File: src/rtl/commit_tracer.sv
// Retirement tracer: captures writeback records, delays them DELAY cycles,
// buffers them in a DEPTH-entry FIFO and keeps instret/skip/cycle counters.
module commit_tracer #(
   parameter int XLEN  = 64,
   parameter int ILEN  = 32,
   parameter int DEPTH = 4,
   parameter int DELAY = 2
) (
   input  logic                     clk,
   input  logic                     rst,
   input  logic                     wb_valid,
   input  logic [XLEN-1:0]          wb_pc,
   input  logic [ILEN-1:0]          wb_instr,
   input  logic                     wb_we,
   input  logic [4:0]               wb_rdaddr,
   input  logic [XLEN-1:0]          wb_rd,
   input  logic                     wb_skip,
   input  logic                     out_ready,
   output logic                     out_valid,
   output logic [XLEN-1:0]          out_pc,
   output logic [ILEN-1:0]          out_instr,
   output logic                     out_we,
   output logic [4:0]               out_rdaddr,
   output logic [XLEN-1:0]          out_rd,
   output logic                     out_skip,
   output logic [$clog2(DEPTH):0]   count,
   output logic                     overflow,
   output logic [63:0]              instret,
   output logic [63:0]              skipcnt,
   output logic [63:0]              cycles
);
   localparam int AW = $clog2(DEPTH);

   typedef struct packed {
      logic [XLEN-1:0] pc;
      logic [ILEN-1:0] instr;
      logic            we;
      logic [4:0]      rdaddr;
      logic [XLEN-1:0] rd;
      logic            skip;
   } rec_t;

   rec_t cap_rec;
   rec_t enq_rec;
   rec_t head;
   logic enq_v;

   // Writes to x0 are architecturally invisible, so they are never reported.
   always_comb begin
      cap_rec.pc     = wb_pc;
      cap_rec.instr  = wb_instr;
      cap_rec.we     = wb_we & (wb_rdaddr != 5'd0);
      cap_rec.rdaddr = wb_rdaddr;
      cap_rec.rd     = wb_rd;
      cap_rec.skip   = wb_skip;
   end

   generate
      if (DELAY == 1) begin : g_direct
         assign enq_v   = wb_valid;
         assign enq_rec = cap_rec;
      end else begin : g_stages
         logic stg_v   [DELAY-1];
         rec_t stg_rec [DELAY-1];

         // Free-running shift line, no backpressure; only valid bits reset.
         always_ff @(posedge clk) begin
            if (rst) begin
               for (int i = 0; i < DELAY-1; i++) stg_v[i] <= 1'b0;
            end else begin
               stg_v[0] <= wb_valid;
               for (int i = 1; i < DELAY-1; i++) stg_v[i] <= stg_v[i-1];
            end
            stg_rec[0] <= cap_rec;
            for (int i = 1; i < DELAY-1; i++) stg_rec[i] <= stg_rec[i-1];
         end

         assign enq_v   = stg_v[DELAY-2];
         assign enq_rec = stg_rec[DELAY-2];
      end
   endgenerate

   rec_t          mem [DEPTH];
   logic [AW-1:0] wr_ptr;
   logic [AW-1:0] rd_ptr;
   logic [AW:0]   cnt;
   logic          full;
   logic          pop;
   logic          push;

   // A pop in the same cycle frees a slot, so a full FIFO still accepts.
   assign full = (cnt == (AW+1)'(DEPTH));
   assign pop  = (cnt != '0) && out_ready;
   assign push = enq_v && (!full || pop);

   always_ff @(posedge clk) begin
      if (!rst && push) mem[wr_ptr] <= enq_rec;
      if (rst) begin
         wr_ptr   <= '0;
         rd_ptr   <= '0;
         cnt      <= '0;
         overflow <= 1'b0;
         instret  <= '0;
         skipcnt  <= '0;
         cycles   <= '0;
      end else begin
         if (push) wr_ptr <= wr_ptr + AW'(1);
         if (pop)  rd_ptr <= rd_ptr + AW'(1);
         if (push && !pop)      cnt <= cnt + (AW+1)'(1);
         else if (pop && !push) cnt <= cnt - (AW+1)'(1);
         if (enq_v && !push) overflow <= 1'b1;
         if (pop) begin
            instret <= instret + 64'd1;
            if (head.skip) skipcnt <= skipcnt + 64'd1;
         end
         cycles <= cycles + 64'd1;
      end
   end

   assign head       = mem[rd_ptr];
   assign out_valid  = (cnt != '0);
   assign out_pc     = head.pc;
   assign out_instr  = head.instr;
   assign out_we     = head.we;
   assign out_rdaddr = head.rdaddr;
   assign out_rd     = head.rd;
   assign out_skip   = head.skip;
   assign count      = cnt;

endmodule

File: config.mk
export PLATFORM = sky130hd
export DESIGN_NAME = commit_tracer
export DESIGN_NICKNAME = d
export VERILOG_FILES = /design/src/rtl/commit_tracer.sv
export SDC_FILE = /design/constraint.sdc
export NUM_CORES = 1
export LEC_CHECK = 0
export CAP_MARGIN = 20
export CORE_MARGIN = 8
export CORE_UTILIZATION = 58
export DETAILED_ROUTE_END_ITERATION = 16
export PLACE_DENSITY = 0.94
export SLEW_MARGIN = 25
export SYNTH_ARGS = -nofsm -noshare
export SYNTH_HDL_FRONTEND = slang
export SYNTH_SLANG_ARGS = --single-unit
export TNS_END_PERCENT = 5
File: constraint.sdc
create_clock -name clk -period 8.65 [get_ports clk]
set_input_delay 1.2975 -clock clk [delete_from_list [all_inputs] [get_ports clk]]
set_output_delay 1.2975 -clock clk [all_outputs]
set_load 0.1 [all_outputs]
==> impl_metrics.env <==
export IMPL_synth_largest_area_cell="edfxtp_1"
export IMPL_synth_edf_count=668
export IMPL_antenna_left=0
export IMPL_power_mw=14.1
export IMPL_irDropWorstVdd_mv=0.173
export IMPL_synthFlopType="edfxtp_1"
export IMPL_drc=0
export IMPL_first_pass_iters=8
export IMPL_p_sw_mw=5.05
export IMPL_die_area_sq_um=72100
export IMPL_synth_top_family_by_area="multiplexers"
export IMPL_clock_path_buffers=3
export IMPL_final_hold_violation_count=0
export IMPL_p_leak_nw=14.9
export IMPL_synth_cells=2183
export IMPL_setup_slack_ps=3280
export IMPL_postCtsSetupBuffers=0
export IMPL_netlist_area_sq_um=37000
export IMPL_core_sq_um=63100
export IMPL_worst_ep_required_time_ps=7350
export IMPL_pwr_share_clk=0.319
export IMPL_htree_num_levels=3
export IMPL_yosysTopAreaCellShare=0.542
export IMPL_rows=92
export IMPL_wire_per_inst_um=27.0
export IMPL_pin_count=535
export IMPL_cts_root_buf="clkbuf_16"
export IMPL_clkTransAtPathRegs_ps=60
export IMPL_rsz0062_at_grt="no"
export IMPL_layout_drive_gt1_share=0.135
export IMPL_dr_total_vias=22500
export IMPL_viasPerCell=6.10
export IMPL_p_comb_frac=0.288
export IMPL_cts_hold_buf=0
export IMPL_worstSetupPathType="reg2out"
export IMPL_avgSynthCellArea_sq_um=16.9
export IMPL_chipHeight_um=269
export IMPL_crit_path_max_fanout=42
export IMPL_swShare=0.357
export IMPL_yosysWarningCount=0
export IMPL_syn2layout_area_growth_pct=26.1
export IMPL_grt_pass1_vias=23300
export IMPL_seq_power_share=0.393
export IMPL_die_x_um=269
export IMPL_synth_xor_area_frac=0.0225
export IMPL_postPlaceCellArea_sq_um=43200
export IMPL_nNetsFinal=2925
export IMPL_dr_first_iter_drc_count=2136
export IMPL_arrival_ps=4080
export IMPL_antenna_found_initial=16
export IMPL_synthAdderAreaFrac=0.00325
export IMPL_cts_tree="done"
export IMPL_maxSlewHeadroom=0.249
export IMPL_grt_pass1_wl_um=147000
export IMPL_min_path_type="reg2reg"
export IMPL_insertion_delay_ps=660
export IMPL_dp_hpwl_um=61300
export IMPL_final_area_sq_um=46600
export IMPL_setup_viol=0
export IMPL_synth_cell_type_count=52
export IMPL_grt_total_usage=0.269
export IMPL_cts_resized=0
export IMPL_portBuffers=534
export IMPL_synth_seq_cells=1038
export IMPL_path_cells="buf_4, mux4_2, clkdlybuf4s50_1"
export IMPL_wl_um=99700
export IMPL_clock_sinks=1038
export IMPL_finalSetupTns_ps=0
export IMPL_crit_path_start_kind="register"
export IMPL_gr_total_overflow=0
export IMPL_internal_power_mw=9.09
export IMPL_synth_area_leaders="edfxtp_1, dfxtp_1, mux4_2"
export IMPL_async_reset_ff_frac=0
export IMPL_place_ws_ps=3860
export IMPL_fmax_mhz=186
export IMPL_synthMuxAreaShare=0.103
export IMPL_gp_congestion=0.925
export IMPL_seq_area_frac_synth=0.743
export IMPL_cp_end_kind="primary output"
export IMPL_grt_max_degree=106
export IMPL_power_density_nw_per_um2=303
export IMPL_period_share=0.621
export IMPL_fillers=3539
export IMPL_cap_violations=0
export IMPL_synth_compound_area_frac=0.0312
export IMPL_max_stage_delay_ps=1050
export IMPL_numCtsBuffers=99
export IMPL_finClkSkew_ps=49.1
export IMPL_syn_num_nets=2363
export IMPL_worstMarginPinSlew_ps=1120
export IMPL_final_util=0.739
export IMPL_synthSimpleGateAreaFrac=0.0836
export IMPL_maxSlewViolCount=0
export IMPL_status="finished clean"
export IMPL_initial_core_util=0.586
export IMPL_cp_slowest_cell="clkdlybuf4s50_1"
export IMPL_min_period_ps=5370
final cells by class:
cell class,instances,area (sq um),share of cell area
diodes,17,42.5,0.000912
clock buffers,135,2790,0.0597
clock inverters,53,667,0.0143
inverters,35,134,0.00287
multi-input cells,1021,9020,0.193
flip-flops and latches,1038,27500,0.589
well taps,846,1060,0.0227
repair buffers,550,5450,0.117
layer usage:
metal / wire length (um) / vias to the layer above / GRT usage
met2: 51500 / 1196 / 0.469
met1: 34000 / 11400 / 0.307
li1: - / 9705 / -
met3: 9590 / 248 / 0.0771
met4: 4520 / 6 / 0.120
met5: 37 / - / 0
metrics by stage:
stage	hold WS, ps	cells
after global routing	479	3690
after CTS	466	3678
after floorplan	438	2183
after global placement	443	3490
after detailed placement	463	3490
final	461	3695
synthesized netlist by cell type, types with 3 or more instances:
library cell and instances:
nand3_1 59, inv_1 34, a21oi_1 98, and2_1 14, xor2_1 51, nand2_1 71, dfxtp_1 370, nor4_1 21
or3_1 35, ha_1 8, nand4_2 4, nor3_1 17, clkbuf_1 58, mux4_2 167, mux2i_1 3, o31ai_1 58
or4_1 60, or2_2 5, nor2b_1 4, buf_2 12, nand4b_1 3, nor4_2 6, and3_1 21, edfxtp_1 668
nor2_1 123, buf_1 15, nand4_1 75, o21ai_0 33, and4_1 13, xnor2_1 44
critical path, delay by kind of cell, from the launching register on:
kind / cells / cell delay, ps
flops: 1 / 850
buf+inv: 2 / 1880
mux: 1 / 640
final timing paths:
| path | from | slack, ps | cells after the start | endpoint |
|---|---|---|---|---|
| max | register | 3280 | 3 | out_pc[60] |
| min | g_stages.stg_rec[0][166] | 460 | 0 | mem[0][166] |
| max reg2reg | register | 5500 | 5 | skipcnt[47] |
| min reg2reg | g_stages.stg_rec[0][166] | 460 | 0 | mem[0][166] |
kinds of logic (layout without fill, tap and decap cells):
family	Yosys count	after routing
flip-flops	1038	1038
AND/OR/NAND/NOR	549	549
AO/OA/AOI/OAI	196	196
multiplexers	172	172
buffers and inverters	124	773
XOR/XNOR	95	95
adder cells (fa/ha/maj)	9	9
other	0	17
cells in the final DEF, fill, tap and decap left out, types with 21 or more instances in the layout:
| cell | Yosys | final |
|---|---|---|
| o21ai_0 | 33 | 33 |
| o31ai_1 | 58 | 58 |
| a21oi_1 | 98 | 98 |
| or3_1 | 35 | 35 |
| nor2_1 | 123 | 123 |
| and3_1 | 21 | 21 |
| dfxtp_1 | 370 | 368 |
| inv_1 | 34 | 34 |
| nand3_1 | 59 | 59 |
| xor2_1 | 51 | 51 |
| nor4_1 | 21 | 21 |
| edfxtp_1 | 668 | 668 |
| mux4_2 | 167 | 167 |
| xnor2_1 | 44 | 44 |
| nand2_1 | 71 | 71 |
| or4_1 | 60 | 60 |
| nand4_1 | 75 | 75 |
| clkdlybuf4s50_1 | 0 | 527 |
| clkbuf_16 | 0 | 102 |
| clkbuf_1 | 58 | 22 |
state kept, by name (all words and copies together), names as in the netlist, named ones only:
name / cells
rd_ptr: 2
cycles: 64
g_stages.stg_v: 1
count: 3
wr_ptr: 2
overflow: 1
instret: 64
g_stages.stg_rec: 167
mem: 668
skipcnt: 64
power groups by stage:
stage | registers [mW] | clock network, mW | logic [mW]
2_1_floorplan | 5.66 | 0 | 3.11
3_3_place_gp | 5.64 | 0 | 3.99
3_5_place_dp | 5.66 | 0 | 4.04
4_1_cts | 5.56 | 4.57 | 4.09
5_1_grt | 5.58 | 4.76 | 4.16
6_report | 5.56 | 4.51 | 4.07
Note: power is estimated with default switching activity, not from simulation.
